$ cat config.mk
export PLATFORM = sky130hd
export DESIGN_NAME = and_reduce_sequencer
export DESIGN_NICKNAME = d
export VERILOG_FILES = /design/src/rtl/and_reduce_sequencer.sv
export SDC_FILE = /design/constraint.sdc
export NUM_CORES = 1
export LEC_CHECK = 0
export CELL_PAD_IN_SITES_DETAIL_PLACEMENT = 1
export CELL_PAD_IN_SITES_GLOBAL_PLACEMENT = 1
export CORE_AREA = 2 2 87 89
export DETAILED_ROUTE_END_ITERATION = 8
export DIE_AREA = 0 0 89 91
export GPL_TIMING_DRIVEN = 0
export MAX_ROUTING_LAYER = met4
export PLACE_DENSITY = 0.82
export SLEW_MARGIN = 20
export SYNTH_ARGS = -nofsm -noshare
export SYNTH_HDL_FRONTEND = slang
export SYNTH_SLANG_ARGS = --single-unit
$ cat constraint.sdc
create_clock -name clk -period 3.9 [get_ports clk]
set_input_delay 0.78 -clock clk [delete_from_list [all_inputs] [get_ports clk]]
set_output_delay 0.78 -clock clk [all_outputs]
set_load 0.05 [all_outputs]
$ cat src/rtl/and_reduce_sequencer.sv
// and_reduce_sequencer
//
// Purpose: feeds a stream of k-bit words through an external bitwise-AND unit
// and reduces each packet to a single AND result. The running accumulator
// drives operand A, the incoming word drives operand B, and the unit's result
// is registered back into the accumulator on every accepted word. On the last
// word of a packet the reduced value, the word count and a zero flag are
// offered downstream.
//
// Handshakes: a transfer happens on a rising clk edge where valid && ready are
// both high. The producer holds its payload stable while valid is high and
// ready is low. Ready never depends combinationally on valid.
//
// Ports:
//   clk        rising-edge clock
//   rst_n      synchronous active-low reset
//   inValid    upstream word valid
//   inReady    block can accept a word (high in ACCUM)
//   inData     upstream word
//   inLast     marks inData as the final word of the packet
//   andA       operand A to the AND unit (accumulator)
//   andB       operand B to the AND unit (inData pass-through)
//   andC       result from the AND unit (combinational from andA/andB)
//   outValid   reduced result valid (high in DONE)
//   outReady   downstream accepts the result
//   outData    reduced AND of all packet words
//   outCount   number of words in the packet, saturating
//   outZero    high when outData == 0
//   dbg_state  FSM state: 0 = ACCUM, 1 = DONE
module and_reduce_sequencer #(
    parameter int k  = 16,
    parameter int CW = 8
) (
    input  logic          clk,
    input  logic          rst_n,
    input  logic          inValid,
    output logic          inReady,
    input  logic [k-1:0]  inData,
    input  logic          inLast,
    output logic [k-1:0]  andA,
    output logic [k-1:0]  andB,
    input  logic [k-1:0]  andC,
    output logic          outValid,
    input  logic          outReady,
    output logic [k-1:0]  outData,
    output logic [CW-1:0] outCount,
    output logic          outZero,
    output logic          dbg_state
);

    typedef enum logic {
        ACCUM = 1'b0,
        DONE  = 1'b1
    } state_t;

    state_t        state;
    logic [k-1:0]  acc;
    logic [CW-1:0] count;
    logic [CW-1:0] count_inc;

    // Saturating increment: the counter parks at all-ones.
    assign count_inc = (count == {CW{1'b1}}) ? count : count + CW'(1);

    // Operand pass-through to the external AND unit; no gating on inValid.
    assign andA = acc;
    assign andB = inData;

    // Ready is decoded from the state register only.
    assign inReady   = (state == ACCUM);
    assign dbg_state = state;

    always_ff @(posedge clk) begin
        if (!rst_n) begin
            state    <= ACCUM;
            acc      <= {k{1'b1}};
            count    <= '0;
            outValid <= 1'b0;
            outData  <= '0;
            outCount <= '0;
            outZero  <= 1'b0;
        end else begin
            case (state)
                ACCUM: begin
                    // inReady is high here, so inValid alone marks an accept.
                    if (inValid) begin
                        acc   <= andC;
                        count <= count_inc;
                        if (inLast) begin
                            outData  <= andC;
                            outCount <= count_inc;
                            outZero  <= (andC == '0);
                            outValid <= 1'b1;
                            state    <= DONE;
                        end
                    end
                end
                DONE: begin
                    // Output payload is held until the handshake and kept
                    // afterwards; only the accumulator and count restart.
                    if (outReady) begin
                        outValid <= 1'b0;
                        acc      <= {k{1'b1}};
                        count    <= '0;
                        state    <= ACCUM;
                    end
                end
                default: begin
                    state <= ACCUM;
                end
            endcase
        end
    end

endmodule

==> results of run 1 <==
-- worst min path at each step --
stage | to | from | slack [ns]
after CTS | outData[0]$_SDFFE_PN0P_ | outData[0]$_SDFFE_PN0P_ | 0.47
final | outData[11]$_SDFFE_PN0P_ | outData[11]$_SDFFE_PN0P_ | 0.47
after global placement | outData[4]$_SDFFE_PN0P_ | outData[4]$_SDFFE_PN0P_ | 0.44
after detailed placement | outData[0]$_SDFFE_PN0P_ | outData[0]$_SDFFE_PN0P_ | 0.46
after global routing | outData[11]$_SDFFE_PN0P_ | outData[11]$_SDFFE_PN0P_ | 0.48
after floorplan | count[1]$_SDFFE_PN0P_ | count[1]$_SDFFE_PN0P_ | 0.48
-- synthesized netlist by cell type, drive strengths merged --
master,number
nor2,3
o31ai,2
and3b,1
and2,1
inv,3
dfxtp,51
or3,1
nand4b,1
a22oi,2
nand2b,3
and3,6
o22ai,19
o311ai,2
ha,1
nor4b,1
and4,2
and2b,3
nand2,59
nand4,3
nor3,3
a311oi,1
mux2i,2
a31oi,2
mux2,1
a311o,1
nand3,8
o21ai,8
nand3b,1
clkbuf,6
nor4,6
a21oi,23
a211oi,6
buf,29
a21boi,1
-- report_power, final --
| group | total, mW | switching (mW) | internal (mW) |
|---|---|---|---|
| logic | 0.313 | 0.196 | 0.117 |
| clock network | 0.382 | 0.189 | 0.194 |
| registers | 0.560 | 0.0153 | 0.545 |
-- cells in the final DEF (no fill, tap or decap), drive strengths merged, types with 2 or more instances in the layout --
| cell type | netlist | final |
|---|---|---|
| clkdlybuf4s50 | 0 | 79 |
| nand2 | 59 | 59 |
| dfxtp | 51 | 51 |
| buf | 29 | 29 |
| a21oi | 23 | 23 |
| o22ai | 19 | 19 |
| clkbuf | 6 | 11 |
| nand3 | 8 | 8 |
| o21ai | 8 | 8 |
| and3 | 6 | 6 |
| a211oi | 6 | 6 |
| nor4 | 6 | 6 |
| inv | 3 | 4 |
| nand4 | 3 | 3 |
| nor3 | 3 | 3 |
| and2b | 3 | 3 |
| nand2b | 3 | 3 |
| nor2 | 3 | 3 |
| and4 | 2 | 2 |
| a22oi | 2 | 2 |
| mux2i | 2 | 2 |
| a31oi | 2 | 2 |
| o311ai | 2 | 2 |
| o31ai | 2 | 2 |
-- through the flow --
stage | hold WS, ns | power, mW
after floorplan | 0.4814 | 0.7713
final | 0.4662 | 1.255
after detailed placement | 0.4550 | 0.8858
after CTS | 0.4681 | 1.259
after global routing | 0.4779 | 1.295
after global placement | 0.4438 | 0.8790
-- final cells by class --
| class | count | area, µm² | share of cell area (%) |
|---|---|---|---|
| multi-input cells | 173 | 998.5 | 30.01 |
| inverters | 3 | 11.26 | 0.3385 |
| plain buffers | 35 | 266.5 | 8.011 |
| clock buffers | 5 | 68.82 | 2.068 |
| well taps | 99 | 123.9 | 3.723 |
| clock inverters | 3 | 46.29 | 1.392 |
| flip-flops and latches | 51 | 1021 | 30.69 |
| repair buffers | 79 | 790.8 | 23.77 |
-- sequential cells by signal, indices dropped and copies added, names as in the netlist --
| register | cells |
|---|---|
| dbg_state | 1 |
| andA | 16 |
| outZero | 1 |
| outData | 16 |
| outValid | 1 |
| count | 8 |
| outCount | 8 |
-- metal layers --
metal,GRT usage (%),up-vias
met5,-,-
met4,5.473,0
met2,32.46,57
li1,-,1087
met3,2.909,11
met1,21.62,1081
-- logic make-up (layout without fill, tap and decap cells) --
kind of cell / Yosys count / in the layout / synth area share, %
and+or+nand+nor: 102 / 102 / 22.82
muxes: 3 / 3 / 1.525
buffers and inverters: 38 / 125 / 12.09
DFF: 51 / 51 / 44.44
AOI/OAI and AO/OA: 67 / 67 / 18.57
adders and majority gates: 1 / 1 / 0.5446
==> metrics.cfg, run 1 <==
[floorplan]
die_h_um=91
dieArea_um2=8099
start_util_pct=32.19
fp.dieW_um=89
core_um2=7137
rows=31
ioPinCount=97

[routing]
maxUsedRoutingLayer=met4
wl_met3_um=305
wl_met1_um=3029
wl_um=7201
drtPass1Iterations=4
drc_errors=0
routed-wl-met2_um=3727
num_vias=2236
via_per_inst=4.991
avgRoutedWirePerCell_um=16.07
drt_iter0_markers=63
ant_nets=0

[worst_setup_path]
path_cells=buf_4, clkdlybuf4s50_1
crit_fanout=1
reg2reg_to=count[6]$_SDFFE_PN0P_
path_buf_inv=2
path_class=input port to output port
crit_cells=2
r2r_cells=4
reg2reg_slack_ns=2.20
cp_slowest_cell=clkdlybuf4s50_1
cp.arrival_ns=1.65
end_kind=output port
cp.required_ns=3.12
start_kind=input port
r2r-start=count[0]$_SDFFE_PN0P_
critPathTopFamily=buffers and inverters
critPathLaunch=inData[1]
crit_end=andB[1]
cpPeakStageDelay_ns=0.79

[cts]
cts_max_level=2
clk_latency_ns=0.31
cts_inserted_buffers=5
cts_resized=0
clock_path_buffers=2
cts_root_buf=clkbuf_8
cts_tree=done
cts.clk_slew.worst_paths_ns=0.09
cts_hold_buf=0
post_cts_buffers=0
cts_sinks=51

[pwr]
p_leak_nw=1.239
vdd_drop_max_uv=134.6
power.density_nw_per_um2=377.2

[logic_synthesis]
syn-num-nets=300
ys_seq_elements=51
synth_area_per_cell_um2=8.768
synth_area_um2=2297
yosysTopAreaCellShare_pct=44.44
synth_cell_types=47
syn_inst=262
yosysSeqAreaShare_pct=44.44
ys_top_cells_by_area=dfxtp_1, nand2_1, buf_4, o22ai_1, a21oi_1
synth.largest_area_cell=dfxtp_1
yosys_warnings=0

[timing]
setup_ws_ns=1.468
tightest_slew_ns=0.5679
hold_viol=0
fin_crit_ns=2.432
finalSetupTns_ns=0
fin_skew_ns=0.009144
max_freq_mhz=411.1
rsz0062_at_grt=false
setup_viol=0
finalMaxSlewViolations=0
max_slew_margin_pct=62.14
period_share_pct=62.37

[hold_path]
hold_depth=2
hold_class=register to register

[placement]
gp_congestion=0.8824
place_area_um2=3212
dp_hpwl_um=5401
portBuffers=79
dp_cells=440
place_ws_ns=1.464

[layout]
post-route-cell-area_um2=3327
fin_nets=386
final_core_utilization_pct=46.62
drive_gt1_share_pct=14.04
insertedDiodeCount=0
final_cells=448
nFillCells=862
area_growth_pct=44.83

[grt]
grt_max_degree=18
grt_pass1_vias=2394
antenna_found_initial=0
gr-total-overflow=0
grt_use_total_pct=18.57
grt_pass1_wl_um=11520

[status]
status=finished clean

[flow_run]
maxCapViolations=0

No activity file was read; power rests on OpenSTA's default activity.
==> inputs of run 2 (changes only) <==
Settings changed: CORE_AREA 2 2 87 89 to 2 2 91 93, DIE_AREA 0 0 89 91 to 0 0 93 95, PLACE_DENSITY 0.82 to 0.75.
Clock period 3.9 ns to 2.5 ns, I/O delays scaled along.
==> run 2 against run 1 <==
Against the previous run: clock skew is 0.0069 ns lower; worst setup slack worse by 1.1 ns; clock power is 47% higher; wire length is 3.7% lower; critical endpoint is now inReady; first-iteration DRC count is 22% higher; largest power group unchanged.
==> metrics.cfg, run 2 (synthesized netlist as in run 1, its figures left out) <==
[layout]
drive_gt1_share_pct=13.51  ; was 14.04%
post-route-cell-area_um2=3322  ; was 3327 µm²
final_core_utilization_pct=41.90  ; was 46.62%
insertedDiodeCount=0  ; unchanged
fin_nets=386  ; unchanged
nFillCells=963  ; was 862
final_common_cell=clkdlybuf4s50_1  ; unchanged
final_cell_mix=clkdlybuf4s50_1, nand2_1, dfxtp_1, buf_4, a21oi_1  ; unchanged
area_growth_pct=44.61  ; was 44.83%

[routing]
avgRoutedWirePerCell_um=15.30  ; was 16.07 µm
num_vias=2227  ; was 2236
ant_nets=0  ; unchanged
wl_um=6933  ; was 7201 µm
drt_iter0_markers=77  ; was 63
via_per_inst=4.916  ; was 4.991
drc_errors=0  ; unchanged
drtPass1Iterations=4  ; unchanged

[worst_setup_path]
cp.required_ns=2.00  ; was 3.12 ns
crit_fanout=10  ; was 1
cpPeakStageDelay_ns=0.79  ; about the same
path_class=register to output port  ; was input port to output port
path_cells=buf_6, inv_1, clkdlybuf4s50_1  ; was buf_4, clkdlybuf4s50_1
critPathTopFamily=buffers and inverters  ; unchanged
end_kind=output port  ; unchanged
cp_slowest_cell=clkdlybuf4s50_1  ; unchanged
path_buf_inv=3  ; was 2
start_kind=register  ; was input port
cp.arrival_ns=1.60  ; was 1.65 ns

[timing]
period_share_pct=84.18
fin_skew_ns=0.002269  ; was 0.009144 ns
finalMaxSlewViolations=0  ; unchanged
hold_viol=0  ; unchanged
fin_crit_ns=2.104
tightest_slew_ns=0.6821  ; was 0.5679 ns
setup_viol=0  ; unchanged
max_freq_mhz=475.2
max_slew_margin_pct=54.12  ; was 62.14%
rsz0062_at_grt=false  ; unchanged
finalSetupTns_ns=0  ; unchanged

[floorplan]
die_h_um=95  ; was 91 µm
core_um2=7928  ; was 7137 µm²
start_util_pct=28.98  ; was 32.19%
rows=33  ; was 31
fp.dieW_um=93  ; was 89 µm
ioPinCount=97  ; unchanged
dieArea_um2=8835  ; was 8099 µm²

[cts]
cts_inserted_buffers=5  ; unchanged
post_cts_buffers=0  ; unchanged
clk_latency_ns=0.30  ; was 0.31 ns
cts_tree=done  ; unchanged
cts_sinks=51  ; unchanged
cts_root_buf=clkbuf_8  ; unchanged
clock_path_buffers=2  ; unchanged
cts_resized=0  ; unchanged
cts.clk_slew.worst_paths_ns=0.09  ; about the same
cts_hold_buf=0  ; unchanged
cts_max_level=2  ; unchanged

[placement]
portBuffers=79  ; unchanged
gp_congestion=0.8288  ; was 0.8824
dp_hpwl_um=5315  ; was 5401 µm
place_area_um2=3219  ; was 3212 µm²

[pwr]
power.internal_mw=1.326  ; was 0.8555 mW
clkPwrFrac_pct=29.3  ; was 30.4%
power_frac_seq_pct=45.6  ; was 44.7%
power.density_nw_per_um2=577.4  ; was 377.2 nW/µm²
p_switching_mw=0.5920  ; was 0.3994 mW
p_leak_nw=1.235  ; was 1.239 nW
swShare_pct=30.86  ; was 31.82%
power_frac_comb_pct=25.1  ; was 24.9%
vdd_drop_max_uv=212.5  ; was 134.6 µV

[flow_run]
maxCapViolations=0  ; unchanged

[grt]
gr-total-overflow=0  ; unchanged
grt_max_degree=15  ; was 18
grt_use_total_pct=16.01  ; was 18.57%
grt_pass1_wl_um=10830  ; was 11520 µm
grt_pass1_vias=2097  ; was 2394
antenna_found_initial=0  ; unchanged

[hold_path]
hold_class=register to register  ; unchanged

[status]
status=finished clean  ; unchanged

## run 2: cell count changes in the layout (fill, tap and decap cells not counted), sizes merged
cell / before / now
clkbuf: 11 / 12
clkinvlp: 1 / 0
inv: 4 / 3
## run 2: power groups by stage
stage / combinational, mW / clock, mW / sequential [mW]
detailed placement: 0.485 / 0 / 0.894
finish: 0.482 / 0.562 / 0.874
global placement: 0.480 / 0 / 0.892
CTS: 0.487 / 0.569 / 0.875
global route: 0.507 / 0.614 / 0.880
floorplan: 0.194 / 0 / 1.01
## run 2: layout make-up
class	count	area [µm²]	share of cell area, %
buffer	35	266.5	8.023
clock buffer	6	72.57	2.185
timing repair buffer	79	790.8	23.80
tap	105	131.4	3.955
multi-input combinational	173	998.5	30.06
inverter	3	11.26	0.3390
clock inverter	1	30.03	0.9040
sequential	51	1021	30.73
## run 2: path summary, 6_finish.rpt
kind,startpoint,endpoint,slack (ns),cells past startpoint
worst max register to register,count[0]$_SDFFE_PN0P_,count[6]$_SDFFE_PN0P_,0.76,4
worst min register to register,outData[6]$_SDFFE_PN0P_,outData[6]$_SDFFE_PN0P_,0.46,2
worst min-delay path,outData[6]$_SDFFE_PN0P_,outData[6]$_SDFFE_PN0P_,0.46,2
worst max-delay path,dbg_state$_SDFF_PN0_,inReady,0.40,3
## run 2: worst min-delay path, stage by stage, from the launching register on
cell and delay (ns):
dfxtp_1 0.32, nand2_1 0.05, a21oi_1 0.05
## run 2: routing by layer
| metal | wire (µm) | track usage [%] |
|---|---|---|
| met4 | 97 | 4.534 |
| met3 | 374 | 3.033 |
| met2 | 3406 | 26.51 |
| met1 | 3054 | 20.03 |
| met5 | 0 | - |
## run 2: per-stage QoR
stage | power [mW] | setup slack, ns | std cells | hold slack, ns
global placement | 1.372 | 0.4406 | 446 | 0.4444
global route | 2.000 | 0.3412 | 453 | 0.4810
finish | 1.918 | 0.3956 | 453 | 0.4582
floorplan | 1.203 | 0.8774 | 262 | 0.4814
CTS | 1.931 | 0.3864 | 453 | 0.4632
detailed placement | 1.379 | 0.3802 | 446 | 0.4506
==> inputs of run 3 (changes only) <==
Clock period 2.5 ns to 2.04 ns, I/O delays scaled along.
==> run 3 against run 2 <==
Against the previous run: critical path type unchanged; non-clock buffer count unchanged; first-iteration DRC count unchanged; cell count is the same; largest cell class unchanged; register-to-register slack got worse by 0.46 ns; die area unchanged; wire length hardly changed; clock skew did not move; final area about the same; utilization about the same; largest power group unchanged; worst setup slack worse by 0.27 ns; hold slack did not move.
==> metrics.cfg, run 3 (synthesized netlist as in run 1, its figures left out) <==
[status]
status=finished clean  ; unchanged

[worst_setup_path]
reg2reg_to=count[6]$_SDFFE_PN0P_  ; unchanged
cp.arrival_ns=1.50  ; was 1.60 ns
crit_fanout=2  ; was 10
r2r-start=count[0]$_SDFFE_PN0P_  ; unchanged
critPathTopFamily=buffers and inverters  ; unchanged
path_buf_inv=1  ; was 3
cp_slowest_cell=clkdlybuf4s50_1  ; unchanged
end_kind=output port  ; unchanged
start_kind=register  ; unchanged
cp.required_ns=1.63  ; was 2.00 ns
reg2reg_slack_ns=0.30  ; was 0.76 ns
crit_cells=1  ; was 3
critPathLaunch=outCount[2]$_SDFFE_PN0P_  ; was dbg_state$_SDFF_PN0_
crit_end=outCount[2]  ; was inReady
path_cells=clkdlybuf4s50_1  ; was buf_6, inv_1, clkdlybuf4s50_1
cpPeakStageDelay_ns=0.82  ; was 0.79 ns
r2r_cells=4  ; unchanged
path_class=register to output port  ; unchanged

[floorplan]
core_um2=7928  ; unchanged
fp.dieW_um=93  ; unchanged
rows=33  ; unchanged
dieArea_um2=8835  ; unchanged
ioPinCount=97  ; unchanged
start_util_pct=28.98  ; unchanged
die_h_um=95  ; unchanged

[cts]
clock_path_buffers=2  ; unchanged
clk_latency_ns=0.30  ; about the same
cts_tree=done  ; unchanged
cts_root_buf=clkbuf_8  ; unchanged
cts_sinks=51  ; unchanged
cts_inserted_buffers=5  ; unchanged
cts.clk_slew.worst_paths_ns=0.09  ; about the same
cts_max_level=2  ; unchanged

[pwr]
vdd_drop_max_uv=260.4  ; was 212.5 µV
power.internal_mw=1.625  ; was 1.326 mW
swShare_pct=30.86  ; about the same
power_frac_comb_pct=25.1  ; about the same
power_frac_seq_pct=45.6  ; about the same
p_switching_mw=0.7255  ; was 0.5920 mW
p_leak_nw=1.237  ; was 1.235 nW
clkPwrFrac_pct=29.3  ; about the same
power.density_nw_per_um2=707.1  ; was 577.4 nW/µm²

[timing]
rsz0062_at_grt=false  ; unchanged
max_freq_mhz=523.0
fin_skew_ns=0.002269  ; unchanged
finalMaxSlewViolations=0  ; unchanged
fin_crit_ns=1.912
finalSetupTns_ns=0  ; unchanged
period_share_pct=93.74
setup_viol=0  ; unchanged
max_slew_margin_pct=54.12  ; unchanged
tightest_slew_ns=0.6821  ; unchanged
hold_viol=0  ; unchanged
setup_ws_ns=0.1278  ; was 0.3956 ns

[placement]
place_ws_ns=0.01223  ; was 0.3802 ns
gp_congestion=0.8288  ; unchanged
portBuffers=79  ; unchanged
place_area_um2=3219  ; unchanged
dp_hpwl_um=5315  ; unchanged

[routing]
num_vias=2227  ; unchanged
ant_nets=0  ; unchanged
avgRoutedWirePerCell_um=15.31  ; was 15.30 µm
drc_errors=0  ; unchanged
maxUsedRoutingLayer=met4  ; unchanged
wl_met3_um=374  ; unchanged
wl_met1_um=3056  ; was 3054 µm
drtPass1Iterations=4  ; unchanged
wl_um=6935  ; was 6933 µm
drt_iter0_markers=77  ; unchanged
routed-wl-met2_um=3406  ; unchanged
via_per_inst=4.916  ; unchanged

[grt]
gr-total-overflow=0  ; unchanged
grt_max_degree=15  ; unchanged
grt_pass1_vias=2097  ; unchanged
grt_pass1_wl_um=10830  ; unchanged
grt_use_total_pct=16.01  ; unchanged
antenna_found_initial=0  ; unchanged

[layout]
final_common_cell=clkdlybuf4s50_1  ; unchanged
final_cell_mix=clkdlybuf4s50_1, nand2_1, dfxtp_1, buf_4, a21oi_1  ; unchanged
seqCellArea_um2=1021  ; unchanged
nFillCells=962  ; was 963
fin_nets=386  ; unchanged
multiInputGateArea_um2=998.5  ; unchanged
post-route-cell-area_um2=3324  ; was 3322 µm²
drive_gt1_share_pct=13.51  ; unchanged
area_growth_pct=44.72  ; was 44.61%
insertedDiodeCount=0  ; unchanged

[hold_path]
hold_class=register to register  ; unchanged

[flow_run]
maxCapViolations=0  ; unchanged

## run 3: cell count changes in the layout (fill, tap and decap cells not counted)
| cell | change |
|---|---|
| dlymetal6s2s_1 | +1 |
| clkdlybuf4s50_1 | -1 |
## run 3: worst min-delay path by stage
stage / startpoint / end / cells past startpoint
finish: outData[6]$_SDFFE_PN0P_ / outData[6]$_SDFFE_PN0P_ / 2
detailed placement: outData[6]$_SDFFE_PN0P_ / outData[6]$_SDFFE_PN0P_ / 2
CTS: outData[6]$_SDFFE_PN0P_ / outData[6]$_SDFFE_PN0P_ / 2
global placement: outData[2]$_SDFFE_PN0P_ / outData[2]$_SDFFE_PN0P_ / 2
floorplan: count[1]$_SDFFE_PN0P_ / count[1]$_SDFFE_PN0P_ / 2
global route: outData[0]$_SDFFE_PN0P_ / outData[0]$_SDFFE_PN0P_ / 2
## run 3: timing repair
item / 4_1_cts / 5_1_grt
hold buffers: 0 / 0
buffers inserted: 0 / 0
resized for setup: 0 / 1
endpoints found under the setup margin: 0 / 1
## run 3: metal layers
metal / track usage, % / vias to the layer above
li1: - / 1086
met1: 20.03 / 1062
met2: 26.51 / 70
met3: 3.033 / 9
met4: 4.534 / 0
met5: - / -
## run 3: power groups by stage
| stage | combinational (mW) | sequential (mW) | clock, mW |
|---|---|---|---|
| 6_report | 0.591 | 1.07 | 0.688 |
| 5_1_grt | 0.621 | 1.08 | 0.752 |
| 4_1_cts | 0.597 | 1.07 | 0.697 |
| 3_5_place_dp | 0.594 | 1.10 | 0 |
| 3_3_place_gp | 0.589 | 1.09 | 0 |
| 2_1_floorplan | 0.238 | 1.24 | 0 |
## run 3: final cells by class
class / instances / area share [%]
inverter: 3 / 0.3387
tap: 105 / 3.952
timing repair buffer: 79 / 23.86
clock buffer: 6 / 2.183
sequential: 51 / 30.71
clock inverter: 1 / 0.9033
multi-input combinational: 173 / 30.03
buffer: 35 / 8.017
## run 3: through the flow
step | hold WS (ns) | total power [mW] | util (%) | cells
5_1_grt | 0.4810 | 2.451 | 41.94 | 453
3_5_place_dp | 0.4506 | 1.690 | 40.61 | 446
2_1_floorplan | 0.4814 | 1.475 | - | 262
3_3_place_gp | 0.4444 | 1.682 | 40.61 | 446
6_report | 0.4582 | 2.351 | 41.94 | 453
4_1_cts | 0.4632 | 2.366 | 41.90 | 453
